## src/rtl/dbg_trace_buf_if.sv

```systemverilog
// Retirement debug bus from the single-cycle RV32I core into the trace buffer.
interface dbg_trace_buf_if;
  logic [31:0] in_pc;
  logic [31:0] in_instr;
  logic [4:0]  in_rd;
  logic        in_reg_write;
  logic [31:0] in_wd;

  modport master (
    output in_pc, in_instr, in_rd, in_reg_write, in_wd
  );

  modport slave (
    input in_pc, in_instr, in_rd, in_reg_write, in_wd
  );
endinterface

```

## src/rtl/dbg_trace_buf.sv

```systemverilog
// Circular retirement-trace buffer with PC trigger, post-trigger depth and
// oldest-first indexed readback once capture has frozen.
module dbg_trace_buf #(
  parameter int DEPTH       = 16,
  parameter bit CAPTURE_ALL = 1'b0,
  localparam int AW         = $clog2(DEPTH)
) (
  input  logic              clk,
  input  logic              rst,
  dbg_trace_buf_if.slave    core,
  input  logic              arm,
  input  logic              trig_en,
  input  logic [31:0]       trig_pc,
  input  logic [AW-1:0]     post_len,
  output logic              busy,
  output logic              triggered,
  output logic              done,
  output logic [AW:0]       count,
  input  logic [AW-1:0]     rd_idx,
  output logic              rd_valid,
  output logic [31:0]       rd_pc,
  output logic [31:0]       rd_instr,
  output logic [4:0]        rd_rd,
  output logic [31:0]       rd_wd
);

  localparam logic [1:0] S_IDLE  = 2'd0;
  localparam logic [1:0] S_ARMED = 2'd1;
  localparam logic [1:0] S_POST  = 2'd2;
  localparam logic [1:0] S_DONE  = 2'd3;

  localparam logic [AW:0] FULL = (AW+1)'(DEPTH);
  localparam logic [AW:0] LAST = (AW+1)'(DEPTH - 1);

  logic [1:0]    state;
  logic [AW-1:0] wp;
  logic [AW:0]   cnt;
  logic [AW-1:0] remain;
  logic          trig_q;
  logic          trig_en_q;
  logic [31:0]   trig_pc_q;
  logic [AW-1:0] post_len_q;

  logic [100:0]  mem [DEPTH];

  logic          qual;
  logic          cap;
  logic          full;
  logic [AW-1:0] oldest;
  logic [AW-1:0] raddr;

  always_comb begin
    qual   = CAPTURE_ALL || (core.in_reg_write && (core.in_rd != '0));
    cap    = ((state == S_ARMED) || (state == S_POST)) && qual;
    full   = (cnt == FULL);
    oldest = full ? wp : '0;
    raddr  = oldest + rd_idx;
  end

  // The arm cycle and reset cycle never write, even if a retirement is present.
  always_ff @(posedge clk) begin
    if (cap && !rst && !arm)
      mem[wp] <= {core.in_pc, core.in_instr, core.in_rd, core.in_wd};
  end

  always_ff @(posedge clk) begin
    if (rst) begin
      state      <= S_IDLE;
      wp         <= '0;
      cnt        <= '0;
      remain     <= '0;
      trig_q     <= 1'b0;
      trig_en_q  <= 1'b0;
      trig_pc_q  <= '0;
      post_len_q <= '0;
    end else if (arm) begin
      state      <= S_ARMED;
      wp         <= '0;
      cnt        <= '0;
      trig_q     <= 1'b0;
      trig_en_q  <= trig_en;
      trig_pc_q  <= trig_pc;
      post_len_q <= post_len;
    end else if (cap) begin
      wp <= wp + AW'(1);
      if (!full)
        cnt <= cnt + (AW+1)'(1);
      case (state)
        S_ARMED: begin
          if (trig_en_q) begin
            if (core.in_pc == trig_pc_q) begin
              trig_q <= 1'b1;
              if (post_len_q == '0) begin
                state <= S_DONE;
              end else begin
                state  <= S_POST;
                remain <= post_len_q;
              end
            end
          end else if (cnt == LAST) begin
            state <= S_DONE;
          end
        end
        S_POST: begin
          remain <= remain - AW'(1);
          if (remain == AW'(1))
            state <= S_DONE;
        end
        default: ;
      endcase
    end
  end

  // Read port sees pre-edge memory, so a same-edge overwrite returns old data.
  always_ff @(posedge clk) begin
    if (rst) begin
      rd_valid <= 1'b0;
      rd_pc    <= '0;
      rd_instr <= '0;
      rd_rd    <= '0;
      rd_wd    <= '0;
    end else begin
      rd_valid <= ({1'b0, rd_idx} < cnt);
      {rd_pc, rd_instr, rd_rd, rd_wd} <= mem[raddr];
    end
  end

  always_comb begin
    busy      = (state == S_ARMED) || (state == S_POST);
    done      = (state == S_DONE);
    triggered = trig_q;
    count     = cnt;
  end

endmodule

```

## src/flat_wrapper.sv

```systemverilog
// flat-port wrapper written by rule: the top's interface ports become plain ports
module dbg_trace_buf_flat 
#(
  parameter int DEPTH       = 16,
  parameter bit CAPTURE_ALL = 1'b0,
  localparam int AW         = $clog2(DEPTH)
)
  (clk, rst, arm, trig_en, trig_pc, post_len, busy, triggered, done, count, rd_idx, rd_valid, rd_pc, rd_instr, rd_rd, rd_wd, core_in_pc, core_in_instr, core_in_rd, core_in_reg_write, core_in_wd);
  dbg_trace_buf_if core_i ();
  input  logic clk;
  input  logic rst;
  input  logic arm;
  input  logic trig_en;
  input  logic [31:0] trig_pc;
  input  logic [AW-1:0] post_len;
  output logic busy;
  output logic triggered;
  output logic done;
  output logic [AW:0] count;
  input  logic [AW-1:0] rd_idx;
  output logic rd_valid;
  output logic [31:0] rd_pc;
  output logic [31:0] rd_instr;
  output logic [4:0] rd_rd;
  output logic [31:0] rd_wd;
  input wire logic [$bits(core_i.in_pc)-1:0] core_in_pc;
  input wire logic [$bits(core_i.in_instr)-1:0] core_in_instr;
  input wire logic [$bits(core_i.in_rd)-1:0] core_in_rd;
  input wire logic [$bits(core_i.in_reg_write)-1:0] core_in_reg_write;
  input wire logic [$bits(core_i.in_wd)-1:0] core_in_wd;
  assign core_i.in_pc = core_in_pc;
  assign core_i.in_instr = core_in_instr;
  assign core_i.in_rd = core_in_rd;
  assign core_i.in_reg_write = core_in_reg_write;
  assign core_i.in_wd = core_in_wd;
  dbg_trace_buf #(.DEPTH(DEPTH), .CAPTURE_ALL(CAPTURE_ALL)) u_core (.clk(clk), .rst(rst), .core(core_i), .arm(arm), .trig_en(trig_en), .trig_pc(trig_pc), .post_len(post_len), .busy(busy), .triggered(triggered), .done(done), .count(count), .rd_idx(rd_idx), .rd_valid(rd_valid), .rd_pc(rd_pc), .rd_instr(rd_instr), .rd_rd(rd_rd), .rd_wd(rd_wd));
endmodule
```

## config.mk

```make
export PLATFORM = sky130hd
export DESIGN_NAME = dbg_trace_buf_flat
export DESIGN_NICKNAME = d
export VERILOG_FILES = /design/src/rtl/dbg_trace_buf_if.sv /design/src/rtl/dbg_trace_buf.sv /design/src/flat_wrapper.sv
export SDC_FILE = /design/constraint.sdc
export NUM_CORES = 1
export LEC_CHECK = 0
export BUFFER_PORTS_ARGS = -buffer_cell sky130_fd_sc_hd__clkbuf_2
export CELL_PAD_IN_SITES_DETAIL_PLACEMENT = 1
export CELL_PAD_IN_SITES_GLOBAL_PLACEMENT = 2
export CORE_MARGIN = 2
export CORE_UTILIZATION = 41
export DETAILED_ROUTE_END_ITERATION = 8
export HOLD_SLACK_MARGIN = 0.06
export PLACE_DENSITY_LB_ADDON = 0.1
export SYNTH_ARGS = -nofsm -noshare
export SYNTH_HDL_FRONTEND = slang
export SYNTH_SLANG_ARGS = --single-unit
```

## constraint.sdc

```tcl
create_clock -name clk -period 14.9 [get_ports clk]
set_input_delay 0.745 -clock clk [delete_from_list [all_inputs] [get_ports clk]]
set_output_delay 0.745 -clock clk [all_outputs]
set_load 0.05 [all_outputs]
```

== Word level (Yosys, flattened, before mapping) ==
Memories as Yosys holds them, arrays and structs flattened. A register that Yosys moved wholly into a read port is not among the register bits.
Cells that the tools add are included.
Storage, ports and cells
  register bits: 54
  memory bits (writable): 1616
  bits of input ports: 146
  output and inout port bits: 110
  memories kept: 1
Cells by class
  $add $sub $neg: 4
  $lt $le $gt $ge: 1
  eq/ne operators: 16
  multiplexer cells: 15
  bitwise gates (word level): 2
  reductions and logical operators: 18
Memory list
  u_core.mem: words 16, width 101, read ports 1, clocked after Yosys merged registers in 1, write ports 1, line dbg_trace_buf.sv:44  | logic [100:0] mem [DEPTH];
Operators with widths (number)
  $eq A32 B32 Y1: 1
  $mux W4: 4
  $reduce_and A5 Y1: 2
  $mux W2: 4
  $pmux W4 S2: 1
  $ne A2 B2 Y1 const B: 3
  $ne A3 B3 Y1 const B: 2
  $reduce_and A6 Y1: 1
  $add A5 B1 Y5 const B: 1
  $eq A5 B4 Y1 const B: 1
  $eq A5 B5 Y1 const B: 1
  $lt A4 B5 Y1: 1
  $mux W1: 5
  $reduce_bool A5 Y1: 1
  $add A4 B1 Y4 const B: 1
  $add A4 B4 Y4: 1
  $eq A2 B2 Y1 const B: 2
  $eq A4 B1 Y1 const B: 1
  $logic_and A1 B1 Y1: 4
  $logic_not A4 Y1: 1
  $ne A4 B3 Y1 const B: 1
  $ne A4 B4 Y1 const B: 1
  $pmux W2 S2: 1
  $reduce_and A4 Y1: 1
  other kinds (11): 14

== Depth between registers and ports, before layout ==
Gate-level depths: netlist (run 1).
  word-level depth: 7
  gate-level depth with buffers: 13

== Worst setup path after synthesis (run 1) ==
Ideal clock, no wire load.
  kind: input port to flip-flop
  from: input arm
  to: memory u_core.mem[0][0], enable pin
  data arrival time: 8.381 ns
  slack: 5.835 ns
  stages: 4
  path buffers: 0
  path through: or2_2 -> a211oi_1 -> nand2_1 -> nor3_1
Between the ends
  cells in the longest elaborated chain, start to end: 4
RTL lines
  from (decl): line flat_wrapper.sv:12  | input logic arm;
  $logic_not A1 Y1: line dbg_trace_buf.sv:62  | if (cap && !rst && !arm)
  $logic_and A1 B1 Y1: line dbg_trace_buf.sv:62
  $mux W1: line dbg_trace_buf.sv:62
  $mux W1 (implied by the code): line dbg_trace_buf.sv:63  | mem[wp] <= {core.in_pc, core.in_instr, core.in_rd, core.in_wd};
  to (decl): line dbg_trace_buf.sv:44
No other way between the ends.

== Final worst setup path (run 1) ==
  from: register u_core.cnt[0], in the netlist u_core.count[0]
  to: register u_core.rd_instr[26], read port of u_core.mem
Between the ends
  cells in the longest elaborated chain, start to end: 3
RTL lines
  from (decl): line dbg_trace_buf.sv:37  | logic [AW:0] cnt;
  from (signal assigned): line dbg_trace_buf.sv:87  | cnt <= cnt + (AW+1)'(1);
  $eq A5 B5 Y1: line dbg_trace_buf.sv:55  | full = (cnt == FULL);
  $mux W4: line dbg_trace_buf.sv:56  | oldest = full ? wp : '0;
  $add A4 B4 Y4: line dbg_trace_buf.sv:57  | raddr = oldest + rd_idx;
  to (decl): line dbg_trace_buf.sv:22  | output logic [31:0] rd_instr,
No other way between the ends.
A chain may end at the register's enable or synchronous reset.

==> impl_metrics.xml, run 1 <==
<?xml version="1.0" encoding="UTF-8"?>
<metrics>
  <group name="outcome">
    <metric name="status" unit="">complete, no violations</metric>
  </group>
  <group name="logic_synthesis">
    <metric name="synth_enable_flop_cells" unit="">1616</metric>
    <metric name="synth.avg_cell_area" unit="um2">22.3</metric>
    <metric name="async_reset_ff_share" unit="%">0</metric>
    <metric name="seq_area_frac_synth" unit="%">76.8</metric>
    <metric name="synth_top_cells_by_count" unit="">edfxtp_1, mux4_2, dfxtp_1, mux2i_1, a211oi_2</metric>
    <metric name="synth-seq-cells" unit="">1771</metric>
    <metric name="postSynth.topFlopCell" unit="">edfxtp_1</metric>
    <metric name="ys_top_cells_by_area" unit="">edfxtp_1, mux4_2, dfxtp_1</metric>
    <metric name="yosys.area.top_type_share" unit="%">72.2</metric>
    <metric name="synth_cell_types" unit="">44</metric>
    <metric name="synthMostInstantiatedCell" unit="">edfxtp_1</metric>
    <metric name="synth.net_count" unit="">3183</metric>
    <metric name="yosys_warnings" unit="">0</metric>
    <metric name="syn_inst" unit="">3018</metric>
    <metric name="synth_area" unit="um2">67200</metric>
    <metric name="post-synth-top-area-cell" unit="">edfxtp_1</metric>
  </group>
  <group name="sta">
    <metric name="hold_viol" unit="">0</metric>
    <metric name="setup_viol" unit="">0</metric>
    <metric name="tightest_slew" unit="ns">1.14</metric>
    <metric name="achievable-frequency" unit="GHz">0.182</metric>
    <metric name="timing.clock.skew" unit="ns">0.0233</metric>
    <metric name="timing.setup.tns" unit="ns">0</metric>
    <metric name="slew_viol_final" unit="">0</metric>
    <metric name="post-route-period-util" unit="%">36.9</metric>
    <metric name="setup_repair_after_global_routing_missed_its_margin" unit="">no</metric>
    <metric name="final_period_minus_worst_setup_slack" unit="ns">5.50</metric>
    <metric name="max_slew_margin" unit="%">23.9</metric>
  </group>
  <group name="global_route">
    <metric name="pin_count_of_the_biggest_net_entering_global_routing" unit="">113</metric>
    <metric name="vias_in_the_first_global_route" unit="">34800</metric>
    <metric name="grt_usage" unit="%">20.2</metric>
    <metric name="antenna_violations_before_repair" unit="">12</metric>
    <metric name="grt.overflow.total" unit="">0</metric>
    <metric name="global_route_wire_length_before_repair" unit="um">244000</metric>
  </group>
  <group name="cts">
    <metric name="insertion_delay" unit="ns">0.79</metric>
    <metric name="cts_buffer_depth" unit="">3</metric>
    <metric name="ctsHtreeMaxLevel" unit="">4</metric>
    <metric name="post_cts.resized_instances" unit="">0</metric>
    <metric name="post_cts_clock_slew_at_the_launch_and_capture_registers_of_the_worst_setup_and_hold_paths" unit="ns">0.06</metric>
    <metric name="cts_tree" unit="">built</metric>
    <metric name="cts_sinks" unit="">1771</metric>
    <metric name="postCtsSetupBuffers" unit="">0</metric>
    <metric name="clockRootBuffer" unit="">clkbuf_16</metric>
    <metric name="cts-hold-fix-buffers" unit="">0</metric>
    <metric name="clock_buffers_created_by_tritoncts" unit="">183</metric>
  </group>
  <group name="finish">
    <metric name="final_net_count" unit="">3518</metric>
    <metric name="instances_no_fill" unit="">5688</metric>
    <metric name="multiInputGateArea" unit="um2">14800</metric>
    <metric name="post_route_cells_drive_above_1_share" unit="%">31.6</metric>
    <metric name="area_growth" unit="%">14.5</metric>
    <metric name="filler_cell_count" unit="">14600</metric>
    <metric name="layout.area.seq" unit="um2">51600</metric>
  </group>
  <group name="setup_path">
    <metric name="cp-end-kind" unit="">flop</metric>
    <metric name="regToRegSetupSlack" unit="ns">9.40</metric>
    <metric name="cp.buffers_inverters" unit="">3</metric>
    <metric name="crit_chain" unit="">inv_1 -&gt; ha_1 -&gt; nand4_1 -&gt; nor2_1 -&gt; ha_4 -&gt; fa_4 -&gt; buf_4 -&gt; buf_4 -&gt; mux4_2 -&gt; nor2b_1 -&gt; a211oi_1 -&gt; a211oi_1</metric>
    <metric name="critical_path_class" unit="">reg2reg</metric>
    <metric name="worstReg2RegStart" unit="">u_core.count[0]</metric>
    <metric name="cp-start-kind" unit="">flop</metric>
    <metric name="cp_max_fo" unit="">55</metric>
    <metric name="r2r.worst_path.cells" unit="">12</metric>
    <metric name="worst_ep_arrival_time" unit="ns">6.12</metric>
    <metric name="cpLargestDelayFamily" unit="">adder cells</metric>
    <metric name="crit_slowest_cell" unit="">fa_4</metric>
    <metric name="regToRegEndpoint" unit="">u_core.rd_instr[26]</metric>
    <metric name="critPathRequiredTime" unit="ns">15.52</metric>
    <metric name="largest_incremental_delay_on_the_critical_path" unit="ns">1.35</metric>
  </group>
  <group name="place">
    <metric name="post-dp-hpwl" unit="um">84700</metric>
    <metric name="io_buffers" unit="">255</metric>
    <metric name="placed_cells_incl_taps" unit="">5343</metric>
    <metric name="gp_congestion" unit="">0.718</metric>
  </group>
  <group name="power_and_ir_drop">
    <metric name="power_density_over_the_cells" unit="nW/um2">136</metric>
    <metric name="power_leakage" unit="nW">24.7</metric>
    <metric name="power.ir.vdd_worst" unit="uV">119</metric>
  </group>
  <group name="drt">
    <metric name="highest_layer" unit="">met5</metric>
    <metric name="wl_met2" unit="um">81300</metric>
    <metric name="ant_nets" unit="">0</metric>
    <metric name="dr.pass1.iters" unit="">5</metric>
    <metric name="first_iter_violations" unit="">2456</metric>
    <metric name="routed_wire_length_per_instance" unit="um">29.5</metric>
    <metric name="remaining_drc_errors" unit="">0</metric>
    <metric name="route.vias.total" unit="">31300</metric>
    <metric name="via_per_inst" unit="">5.50</metric>
    <metric name="routed-wl-met3" unit="um">7600</metric>
    <metric name="routedLengthMet1" unit="um">76200</metric>
    <metric name="sum_of_routed_wire_length_over_all_layers" unit="um">168000</metric>
  </group>
  <group name="die">
    <metric name="coreArea" unit="um2">163000</metric>
    <metric name="initial_util" unit="%">41.3</metric>
    <metric name="number_of_primary_i_o_pins" unit="">256</metric>
    <metric name="std_cell_rows" unit="">148</metric>
    <metric name="design.die.area" unit="um2">167000</metric>
    <metric name="die_height" unit="um">409</metric>
    <metric name="die_w" unit="um">409</metric>
  </group>
  <group name="flow_run">
    <metric name="max_cap_violations" unit="">0</metric>
  </group>
  <group name="worst_hold_path">
    <metric name="worstHoldStart" unit="">trig_pc[1]</metric>
    <metric name="hold_path_class" unit="">in2reg</metric>
    <metric name="worstHoldPathCells" unit="">3</metric>
    <metric name="timing.hold.worst_endpoint" unit="">u_core.trig_pc_q[1]</metric>
  </group>
</metrics>
-- worst reg2reg max path: stages, from the launching register on --
cell      delay (ns)
dfxtp_1         0.40
inv_1           0.10
ha_1            0.22
nand4_1         0.21
nor2_1          0.11
ha_4            0.18
fa_4            1.35
buf_4           0.84
buf_4           0.85
mux4_2          0.50
nor2b_1         0.14
a211oi_1        0.33
a211oi_1        0.09
-- how the worst max path moves through the flow --
stage,from,endpoint,slack (ns),depth (start not counted)
2_1_floorplan,arm,u_core.mem[0][0],5.83,4
3_3_place_gp,u_core.count[0],u_core.rd_wd[12],9.35,12
3_5_place_dp,u_core.count[0],u_core.rd_wd[10],9.27,12
4_1_cts,u_core.count[0],u_core.rd_wd[7],9.27,12
5_1_grt,u_core.count[0],u_core.rd_wd[23],8.91,12
6_report,u_core.count[0],u_core.rd_instr[26],9.40,12
-- placed cells by master (no fill, tap or decap), types with 3 or more instances in the layout --
| cell type | instances |
|---|---|
| inv_6 | 6 |
| clkinvlp_4 | 5 |
| clkbuf_16 | 188 |
| a21oi_1 | 7 |
| clkbuf_2 | 254 |
| nor2_4 | 12 |
| a211oi_2 | 109 |
| mux2i_1 | 140 |
| nor2b_1 | 106 |
| xor2_1 | 34 |
| clkbuf_1 | 65 |
| xnor2_1 | 4 |
| nor3_2 | 4 |
| a21o_1 | 3 |
| edfxtp_1 | 1616 |
| mux4_2 | 404 |
| clkinv_2 | 24 |
| clkinv_1 | 27 |
| nand2_1 | 15 |
| nand4_1 | 5 |
| bufinv_16 | 11 |
| clkbuf_8 | 16 |
| inv_1 | 13 |
| a211oi_1 | 95 |
| clkinv_8 | 3 |
| dfxtp_1 | 155 |
| nor2_1 | 59 |
| ha_1 | 17 |
| nor3_1 | 3 |
| nor4_1 | 9 |
| nand2b_1 | 5 |
| buf_12 | 10 |
| o21ai_0 | 7 |
| buf_4 | 55 |
-- per-stage QoR --
stage                     hold WS [ns]  setup slack, ns  util, %  area [um2]  total power, W
after floorplan                  0.475             5.83        -       67200         0.00594
after global placement           0.493             9.35     43.7       71100         0.00613
after detailed placement         0.498             9.27     43.7       71100         0.00614
after CTS                        0.116             9.27     47.2       76900          0.0106
after global routing             0.167             8.91     47.2       76900          0.0108
final                            0.188             9.40     47.2       76900          0.0105
-- cells by family (layout without fill, tap and decap cells) --
logic type,Yosys count,after routing,synth area share (%)
AND/OR/NAND/NOR,226,226,1.78
AO/OA/AOI/OAI,233,233,3.37
flip-flops,1771,1771,76.8
XOR/XNOR,41,41,0.568
buffers and inverters,183,677,1.43
multiplexers,545,545,15.6
adder cells (fa/ha/maj),19,19,0.365
other,0,1,0
-- final cells by class --
cell class | count | share of cell area (%)
well taps | 2175 | 3.54
multi-input cells | 1064 | 19.2
clock inverters | 76 | 0.898
diodes | 1 | 0.00325
inverters | 13 | 0.0635
repair buffers | 320 | 2.47
clock buffers | 268 | 6.70
flip-flops and latches | 1771 | 67.1
-- layer usage --
metal	GRT usage, %	vias up
met4	4.28	8
met5	0	-
met3	3.61	196
met1	28.8	17100
li1	-	13300
met2	32.8	686
-- sequential cells by signal, summed over array words and instances (netlist names), 5 cells and up --
register / flops
u_core.rd_rd: 5
u_core.rd_instr: 32
u_core.trig_pc_q: 32
u_core.mem: 1616
u_core.rd_wd: 32
u_core.count: 5
u_core.rd_pc: 32
-- power by group --
part | switching (W) | internal, W
Sequential | 0.0000207 | 0.00545
Combinational | 0.000358 | 0.000196
Clock | 0.00187 | 0.00259
(Power assumes the default switching activity.)
==> run 2: changes to the inputs <==
==> constraint.sdc (replaced) <==
create_clock -name clk -period 5.4 [get_ports clk]
set_input_delay 0.27 -clock clk [delete_from_list [all_inputs] [get_ports clk]]
set_output_delay 0.27 -clock clk [all_outputs]
set_load 0.05 [all_outputs]
==> run 2 against run 1 <==
  * Largest cell class unchanged
  * Die area unchanged
  * Sequential share of layout area down 2.3 points
  * Largest power group unchanged
  * Register-to-register slack worse by 8.1 ns
==> impl_metrics.xml, run 2 (same netlist as run 1, synthesis figures left out) <==
<?xml version="1.0" encoding="UTF-8"?>
<metrics>
  <group name="setup_path">
    <metric name="cp_max_fo" unit="">90</metric>
    <metric name="cp.buffers_inverters" unit="">2</metric>
    <metric name="crit_chain" unit="">inv_1 -&gt; ha_1 -&gt; nand4_1 -&gt; nor2_1 -&gt; ha_4 -&gt; fa_4 -&gt; buf_12 -&gt; mux4_2 -&gt; nor2b_1 -&gt; a211oi_2 -&gt; a211oi_2</metric>
    <metric name="cp-start-kind" unit="">flop</metric>
    <metric name="cpLargestDelayFamily" unit="">adder cells</metric>
    <metric name="worst_ep_arrival_time" unit="ns">4.75</metric>
    <metric name="largest_incremental_delay_on_the_critical_path" unit="ns">1.15</metric>
    <metric name="critPathRequiredTime" unit="ns">6.05</metric>
    <metric name="cp-end-kind" unit="">flop</metric>
    <metric name="crit_slowest_cell" unit="">fa_4</metric>
    <metric name="cpMostUsedCell" unit="">a211oi_2</metric>
    <metric name="critical_path_class" unit="">reg2reg</metric>
  </group>
  <group name="place">
    <metric name="post-dp-hpwl" unit="um">91700</metric>
    <metric name="gp_congestion" unit="">0.739</metric>
    <metric name="io_buffers" unit="">255</metric>
    <metric name="detailed_place.area" unit="um2">72000</metric>
    <metric name="detailedPlace.worstSlack" unit="ns">1.26</metric>
  </group>
  <group name="power_and_ir_drop">
    <metric name="power.ir.vdd_worst" unit="uV">323</metric>
    <metric name="p_sw" unit="W">0.00627</metric>
    <metric name="switching_share" unit="%">21.2</metric>
    <metric name="power_density_over_the_cells" unit="nW/um2">371</metric>
    <metric name="combinational_share_of_power" unit="%">5.6</metric>
    <metric name="power.share.clock" unit="%">43.3</metric>
    <metric name="p_seq_share" unit="%">51.1</metric>
    <metric name="power_leakage" unit="nW">25.9</metric>
    <metric name="internal_power" unit="W">0.0233</metric>
    <metric name="total_power" unit="W">0.0295</metric>
  </group>
  <group name="global_route">
    <metric name="grt_usage" unit="%">20.4</metric>
    <metric name="antenna_violations_before_repair" unit="">10</metric>
    <metric name="grt.overflow.total" unit="">0</metric>
    <metric name="vias_in_the_first_global_route" unit="">35600</metric>
    <metric name="global_route_wire_length_before_repair" unit="um">247000</metric>
    <metric name="pin_count_of_the_biggest_net_entering_global_routing" unit="">91</metric>
  </group>
  <group name="cts">
    <metric name="clockRootBuffer" unit="">clkbuf_16</metric>
    <metric name="postCtsSetupBuffers" unit="">0</metric>
    <metric name="insertion_delay" unit="ns">0.81</metric>
    <metric name="post_cts_clock_slew_at_the_launch_and_capture_registers_of_the_worst_setup_and_hold_paths" unit="ns">0.06</metric>
    <metric name="ctsHtreeMaxLevel" unit="">4</metric>
    <metric name="cts_tree" unit="">built</metric>
    <metric name="cts_sinks" unit="">1771</metric>
    <metric name="cts_buffer_depth" unit="">3</metric>
    <metric name="clock_buffers_created_by_tritoncts" unit="">187</metric>
    <metric name="cts-hold-fix-buffers" unit="">152</metric>
    <metric name="post_cts.resized_instances" unit="">0</metric>
  </group>
  <group name="drt">
    <metric name="via_per_inst" unit="">5.45</metric>
    <metric name="dr.pass1.iters" unit="">5</metric>
    <metric name="routed_wire_length_per_instance" unit="um">28.6</metric>
    <metric name="first_iter_violations" unit="">2420</metric>
    <metric name="route.vias.total" unit="">32100</metric>
    <metric name="sum_of_routed_wire_length_over_all_layers" unit="um">168000</metric>
    <metric name="ant_nets" unit="">0</metric>
    <metric name="remaining_drc_errors" unit="">0</metric>
  </group>
  <group name="finish">
    <metric name="stdcell_area" unit="um2">79600</metric>
    <metric name="final_net_count" unit="">3714</metric>
    <metric name="layout.area.seq" unit="um2">51600</metric>
    <metric name="filler_cell_count" unit="">14400</metric>
    <metric name="top_reg_by_flops" unit="">u_core.mem</metric>
    <metric name="post_route_cells_drive_above_1_share" unit="%">31.5</metric>
    <metric name="multiInputGateArea" unit="um2">14800</metric>
    <metric name="final_common_cell" unit="">edfxtp_1</metric>
    <metric name="area_growth" unit="%">18.5</metric>
    <metric name="layout_common_cells" unit="">edfxtp_1, mux4_2, clkbuf_2</metric>
    <metric name="largest_register_ffs" unit="">1616</metric>
  </group>
  <group name="outcome">
    <metric name="status" unit="">complete, no violations</metric>
  </group>
  <group name="sta">
    <metric name="whs" unit="ns">0.0975</metric>
    <metric name="setup_repair_after_global_routing_missed_its_margin" unit="">no</metric>
    <metric name="max_slew_margin" unit="%">30.9</metric>
    <metric name="tightest_slew" unit="ns">1.04</metric>
    <metric name="setup_viol" unit="">0</metric>
    <metric name="post-route-period-util" unit="%">75.9</metric>
    <metric name="timing.clock.skew" unit="ns">0.0186</metric>
    <metric name="hold_viol" unit="">0</metric>
    <metric name="slew_viol_final" unit="">0</metric>
    <metric name="achievable-frequency" unit="GHz">0.244</metric>
    <metric name="final_period_minus_worst_setup_slack" unit="ns">4.10</metric>
    <metric name="finalWorstSetupSlack" unit="ns">1.30</metric>
  </group>
  <group name="die">
    <metric name="die_height" unit="um">409</metric>
    <metric name="initial_util" unit="%">41.3</metric>
    <metric name="number_of_primary_i_o_pins" unit="">256</metric>
    <metric name="design.die.area" unit="um2">167000</metric>
    <metric name="coreArea" unit="um2">163000</metric>
    <metric name="std_cell_rows" unit="">148</metric>
    <metric name="die_w" unit="um">409</metric>
  </group>
  <group name="worst_hold_path">
    <metric name="hold_path_class" unit="">in2reg</metric>
  </group>
  <group name="flow_run">
    <metric name="max_cap_violations" unit="">0</metric>
  </group>
</metrics>
run 2: stage by stage:
| stage | util (%) | setup TNS (ns) | std cells |
|---|---|---|---|
| finish | 48.9 | 0 | 5887 |
| global route | 48.9 | 0 | 5884 |
| CTS | 48.9 | 0 | 5884 |
| detailed placement | 44.2 | 0 | 5383 |
| global placement | 44.2 | 0 | 5383 |
| floorplan | - | -1083.24 | 3018 |
run 2: layout make-up:
| class | count | area share (%) |
|---|---|---|
| multi-input combinational | 1064 | 18.6 |
| tap | 2175 | 3.42 |
| clock buffer | 282 | 6.92 |
| clock inverter | 67 | 0.820 |
| inverter | 13 | 0.0613 |
| antenna | 3 | 0.00943 |
| sequential | 1771 | 64.8 |
| timing repair buffer | 512 | 5.39 |
run 2: power by group through the flow:
stage | clock network (W) | registers [W] | logic [W]
after floorplan | 0 | 0.0156 | 0.000810
after global placement | 0 | 0.0154 | 0.00155
after detailed placement | 0 | 0.0154 | 0.00159
after CTS | 0.0131 | 0.0151 | 0.00169
after global routing | 0.0136 | 0.0151 | 0.00178
final | 0.0128 | 0.0151 | 0.00165
run 2: worst register-to-register path, stage by stage (launching register included):
cell	delay, ns
dfxtp_1	0.41
inv_1	0.10
ha_1	0.23
nand4_1	0.21
nor2_1	0.11
ha_4	0.18
fa_4	1.15
buf_12	0.46
mux4_2	0.60
nor2b_1	0.15
a211oi_2	0.27
a211oi_2	0.08
run 2: metal layers:
| layer | vias up | wire length, um | global-route usage (%) |
|---|---|---|---|
| met3 | 224 | 7450 | 3.36 |
| met4 | 10 | 3320 | 5.33 |
| met1 | 17400 | 76100 | 28.9 |
| li1 | 13700 | - | - |
| met2 | 731 | 81500 | 32.9 |
| met5 | - | 62 | 0 |
run 2: final timing paths:
check	depth (start not counted)	endpoint	slack, ns	from
setup / recovery	11	u_core.rd_wd[26]	1.30	u_core.count[0]
hold / removal	2	u_core.trig_pc_q[31]	0.1	rst
setup reg to reg	11	u_core.rd_wd[26]	1.30	u_core.count[0]
hold reg to reg	2	u_core.triggered	0.48	u_core.triggered
==> run 3: changes to the inputs <==
--- a/config.mk
+++ b/config.mk
@@ -5,6 +5,7 @@
 export SDC_FILE = /design/constraint.sdc
 export NUM_CORES = 1
 export LEC_CHECK = 0
+export ABC_AREA = 1
 export BUFFER_PORTS_ARGS = -buffer_cell sky130_fd_sc_hd__clkbuf_2
 export CELL_PAD_IN_SITES_DETAIL_PLACEMENT = 1
 export CELL_PAD_IN_SITES_GLOBAL_PLACEMENT = 2
==> constraint.sdc (replaced) <==
create_clock -name clk -period 4.1 [get_ports clk]
set_input_delay 0.205 -clock clk [delete_from_list [all_inputs] [get_ports clk]]
set_output_delay 0.205 -clock clk [all_outputs]
set_load 0.05 [all_outputs]
==> run 3 against run 2 <==
  * Synthesized area is 2.9% higher
  * Largest power group unchanged
  * Highest routed layer unchanged
  * Final cell count is 38% higher
  * Design area is 2.8% higher
  * Sequential cell count stayed put
  * Largest cell class unchanged
==> impl_metrics.xml, run 3 <==
<?xml version="1.0" encoding="UTF-8"?>
<metrics>
  <group name="sta">
    <metric name="hold_viol" unit="">0</metric>
    <metric name="timing.clock.skew" unit="ns">0.0242</metric>
    <metric name="tightest_slew" unit="ns">0.998</metric>
    <metric name="achievable-frequency" unit="GHz">0.274</metric>
    <metric name="final_period_minus_worst_setup_slack" unit="ns">3.65</metric>
    <metric name="setup_viol" unit="">0</metric>
    <metric name="max_slew_margin" unit="%">33.3</metric>
    <metric name="finalWorstSetupSlack" unit="ns">0.448</metric>
    <metric name="whs" unit="ns">0.221</metric>
    <metric name="post-route-period-util" unit="%">89.1</metric>
    <metric name="setup_repair_after_global_routing_missed_its_margin" unit="">no</metric>
    <metric name="slew_viol_final" unit="">0</metric>
  </group>
  <group name="die">
    <metric name="number_of_primary_i_o_pins" unit="">256</metric>
    <metric name="die_height" unit="um">415</metric>
    <metric name="coreArea" unit="um2">167000</metric>
    <metric name="std_cell_rows" unit="">150</metric>
    <metric name="initial_util" unit="%">41.3</metric>
    <metric name="die_w" unit="um">415</metric>
    <metric name="design.die.area" unit="um2">172000</metric>
  </group>
  <group name="logic_synthesis">
    <metric name="synth-seq-cells" unit="">1771</metric>
    <metric name="synth.net_count" unit="">5485</metric>
    <metric name="ys_top_cells_by_area" unit="">edfxtp_1, nor2_1, dfxtp_1</metric>
    <metric name="yosys_warnings" unit="">0</metric>
    <metric name="seq_area_frac_synth" unit="%">74.7</metric>
    <metric name="synthMostInstantiatedCell" unit="">edfxtp_1</metric>
    <metric name="synth_top_cells_by_count" unit="">edfxtp_1, nor2_1, o21ai_0, nand2_1, o32ai_1</metric>
    <metric name="post-synth-top-area-cell" unit="">edfxtp_1</metric>
    <metric name="synth_cell_types" unit="">34</metric>
    <metric name="postSynth.topFlopCell" unit="">edfxtp_1</metric>
    <metric name="synth_enable_flop_cells" unit="">1616</metric>
    <metric name="async_reset_ff_share" unit="%">0</metric>
    <metric name="syn_inst" unit="">5320</metric>
    <metric name="synth_area" unit="um2">69200</metric>
    <metric name="yosys.area.top_type_share" unit="%">70.2</metric>
    <metric name="synth.avg_cell_area" unit="um2">13.0</metric>
  </group>
  <group name="cts">
    <metric name="clock_buffers_created_by_tritoncts" unit="">190</metric>
    <metric name="post_cts_clock_slew_at_the_launch_and_capture_registers_of_the_worst_setup_and_hold_paths" unit="ns">0.06</metric>
    <metric name="cts_buffer_depth" unit="">3</metric>
    <metric name="clockRootBuffer" unit="">clkbuf_16</metric>
    <metric name="cts-hold-fix-buffers" unit="">169</metric>
    <metric name="postCtsSetupBuffers" unit="">0</metric>
    <metric name="insertion_delay" unit="ns">0.80</metric>
    <metric name="ctsHtreeMaxLevel" unit="">4</metric>
    <metric name="cts_sinks" unit="">1771</metric>
    <metric name="post_cts.resized_instances" unit="">0</metric>
    <metric name="cts_tree" unit="">built</metric>
  </group>
  <group name="drt">
    <metric name="remaining_drc_errors" unit="">0</metric>
    <metric name="dr.pass1.iters" unit="">5</metric>
    <metric name="route.vias.total" unit="">43800</metric>
    <metric name="first_iter_violations" unit="">2911</metric>
    <metric name="routed_wire_length_per_instance" unit="um">23.9</metric>
    <metric name="ant_nets" unit="">0</metric>
    <metric name="sum_of_routed_wire_length_over_all_layers" unit="um">195000</metric>
    <metric name="via_per_inst" unit="">5.37</metric>
  </group>
  <group name="setup_path">
    <metric name="critical_path_class" unit="">reg2reg</metric>
    <metric name="cp_max_fo" unit="">83</metric>
    <metric name="worst_ep_arrival_time" unit="ns">4.37</metric>
    <metric name="regToRegSetupSlack" unit="ns">0.45</metric>
    <metric name="cp-start-kind" unit="">flop</metric>
    <metric name="critPathRequiredTime" unit="ns">4.81</metric>
    <metric name="regToRegEndpoint" unit="">u_core.rd_wd[20]</metric>
    <metric name="r2r.worst_path.cells" unit="">14</metric>
    <metric name="cp-end-kind" unit="">flop</metric>
    <metric name="worstReg2RegStart" unit="">u_core.count[0]</metric>
  </group>
  <group name="power_and_ir_drop">
    <metric name="power_leakage" unit="nW">28.5</metric>
    <metric name="power_density_over_the_cells" unit="nW/um2">475</metric>
    <metric name="power.ir.vdd_worst" unit="uV">440</metric>
  </group>
  <group name="finish">
    <metric name="final_common_cell" unit="">edfxtp_1</metric>
    <metric name="largest_register_ffs" unit="">1616</metric>
    <metric name="post_route_cells_drive_above_1_share" unit="%">12.4</metric>
    <metric name="layout.area.seq" unit="um2">51600</metric>
    <metric name="layout_common_cells" unit="">edfxtp_1, nor2_1, o21ai_0</metric>
    <metric name="multiInputGateArea" unit="um2">15500</metric>
    <metric name="final_net_count" unit="">5940</metric>
    <metric name="area_growth" unit="%">18.4</metric>
    <metric name="top_reg_by_flops" unit="">u_core.mem</metric>
    <metric name="filler_cell_count" unit="">16900</metric>
  </group>
  <group name="global_route">
    <metric name="grt_usage" unit="%">22.5</metric>
    <metric name="vias_in_the_first_global_route" unit="">45300</metric>
    <metric name="grt.overflow.total" unit="">0</metric>
    <metric name="pin_count_of_the_biggest_net_entering_global_routing" unit="">113</metric>
    <metric name="antenna_violations_before_repair" unit="">7</metric>
    <metric name="global_route_wire_length_before_repair" unit="um">293000</metric>
  </group>
  <group name="flow_run">
    <metric name="max_cap_violations" unit="">0</metric>
  </group>
  <group name="worst_hold_path">
    <metric name="hold_path_class" unit="">in2reg</metric>
    <metric name="worstHoldPathCells" unit="">5</metric>
    <metric name="worstHoldStart" unit="">arm</metric>
    <metric name="timing.hold.worst_endpoint" unit="">u_core.triggered</metric>
  </group>
  <group name="place">
    <metric name="io_buffers" unit="">255</metric>
    <metric name="gp_congestion" unit="">0.730</metric>
    <metric name="post-dp-hpwl" unit="um">107000</metric>
    <metric name="detailedPlace.worstSlack" unit="ns">0.435</metric>
  </group>
  <group name="outcome">
    <metric name="status" unit="">complete, no violations</metric>
  </group>
</metrics>
-- run 3: changes by cell type after synthesis, moves of 67 or more --
| cell | before | now |
|---|---|---|
| o21ai_0 | 7 | 482 |
| nor2_1 | 71 | 1304 |
| clkbuf_1 | 45 | 172 |
| o22ai_1 | 0 | 102 |
| o32ai_1 | 0 | 303 |
| a211oi_1 | 95 | 0 |
| a211oi_2 | 109 | 0 |
| inv_1 | 13 | 144 |
| nand3_1 | 2 | 112 |
| mux4_2 | 404 | 0 |
| nor2b_1 | 106 | 0 |
| nand2_1 | 15 | 383 |
| o21ai_1 | 2 | 69 |
| nand2b_1 | 5 | 100 |
-- run 3: worst max-delay path, stage by stage (launching register included) --
cell	delay, ns
dfxtp_1	0.37
inv_1	0.10
ha_1	0.22
nand4_2	0.14
nor2_1	0.09
ha_4	0.17
fa_4	1.04
buf_12	0.35
buf_12	0.30
o21ai_0	0.16
o32ai_1	0.17
nand2_1	0.10
nand3_1	0.10
nand2_1	0.06
nor2_1	0.10
-- run 3: area by class of cell --
type	count	share of cell area [%]
sequential	1771	63.0
multi-input combinational	3052	19.0
timing repair buffer	612	6.68
clock buffer	282	6.65
tap	2204	3.37
inverter	148	0.694
clock inverter	74	0.593
antenna	3	0.00917
-- run 3: where the power goes --
part	total, W	switching, W	internal, W	leakage [nW]
Sequential	0.0199	0.0000959	0.0198	15.8
Combinational	0.00261	0.00178	0.000827	9.75
Clock	0.0164	0.00697	0.00941	2.92
-- run 3: metrics by stage --
| step | instance area, um2 | instances | TNS (ns) | util (%) | total power (W) |
|---|---|---|---|---|---|
| 5_1_grt | 81900 | 8145 | 0 | 48.9 | 0.0402 |
| 3_3_place_gp | 74300 | 7618 | 0 | 44.4 | 0.0228 |
| 2_1_floorplan | 69200 | 5320 | -1093.26 | - | 0.0218 |
| 3_5_place_dp | 74300 | 7618 | 0 | 44.4 | 0.0228 |
| 4_1_cts | 81900 | 8143 | 0 | 48.9 | 0.0393 |
| 6_report | 81900 | 8146 | 0 | 48.9 | 0.0389 |
-- run 3: cell families after synthesis --
logic type      share of synthesized area [%]
simple gates                             11.0
flops                                    74.7
compound gates                           9.03
buf+inv                                  3.16
mux                                      1.46
xor+xnor                                0.340
fa+ha+maj                               0.355
-- run 3: worst max path at each step --
stage,startpoint,to,slack [ns],depth (start not counted)
floorplan,u_core.state[0],u_core.mem[10][0],-1.55,7
global placement,u_core.count[0],u_core.rd_instr[31],0.52,15
detailed placement,u_core.count[0],u_core.rd_wd[23],0.43,14
CTS,u_core.count[0],u_core.rd_wd[20],0.40,14
global route,u_core.count[0],u_core.rd_wd[20],0.13,14
finish,u_core.count[0],u_core.rd_wd[20],0.45,14
-- run 3: routing by layer --
layer / routed length [um] / up-vias / part of all wire, % / track usage, %
li1: - / 20200 / - / -
met1: 89000 / 22500 / 46 / 30.9
met2: 94400 / 737 / 48 / 37.8
met3: 6830 / 265 / 3.5 / 2.97
met4: 4640 / 8 / 2.4 / 6.01
met5: 41 / - / 0.021 / 0
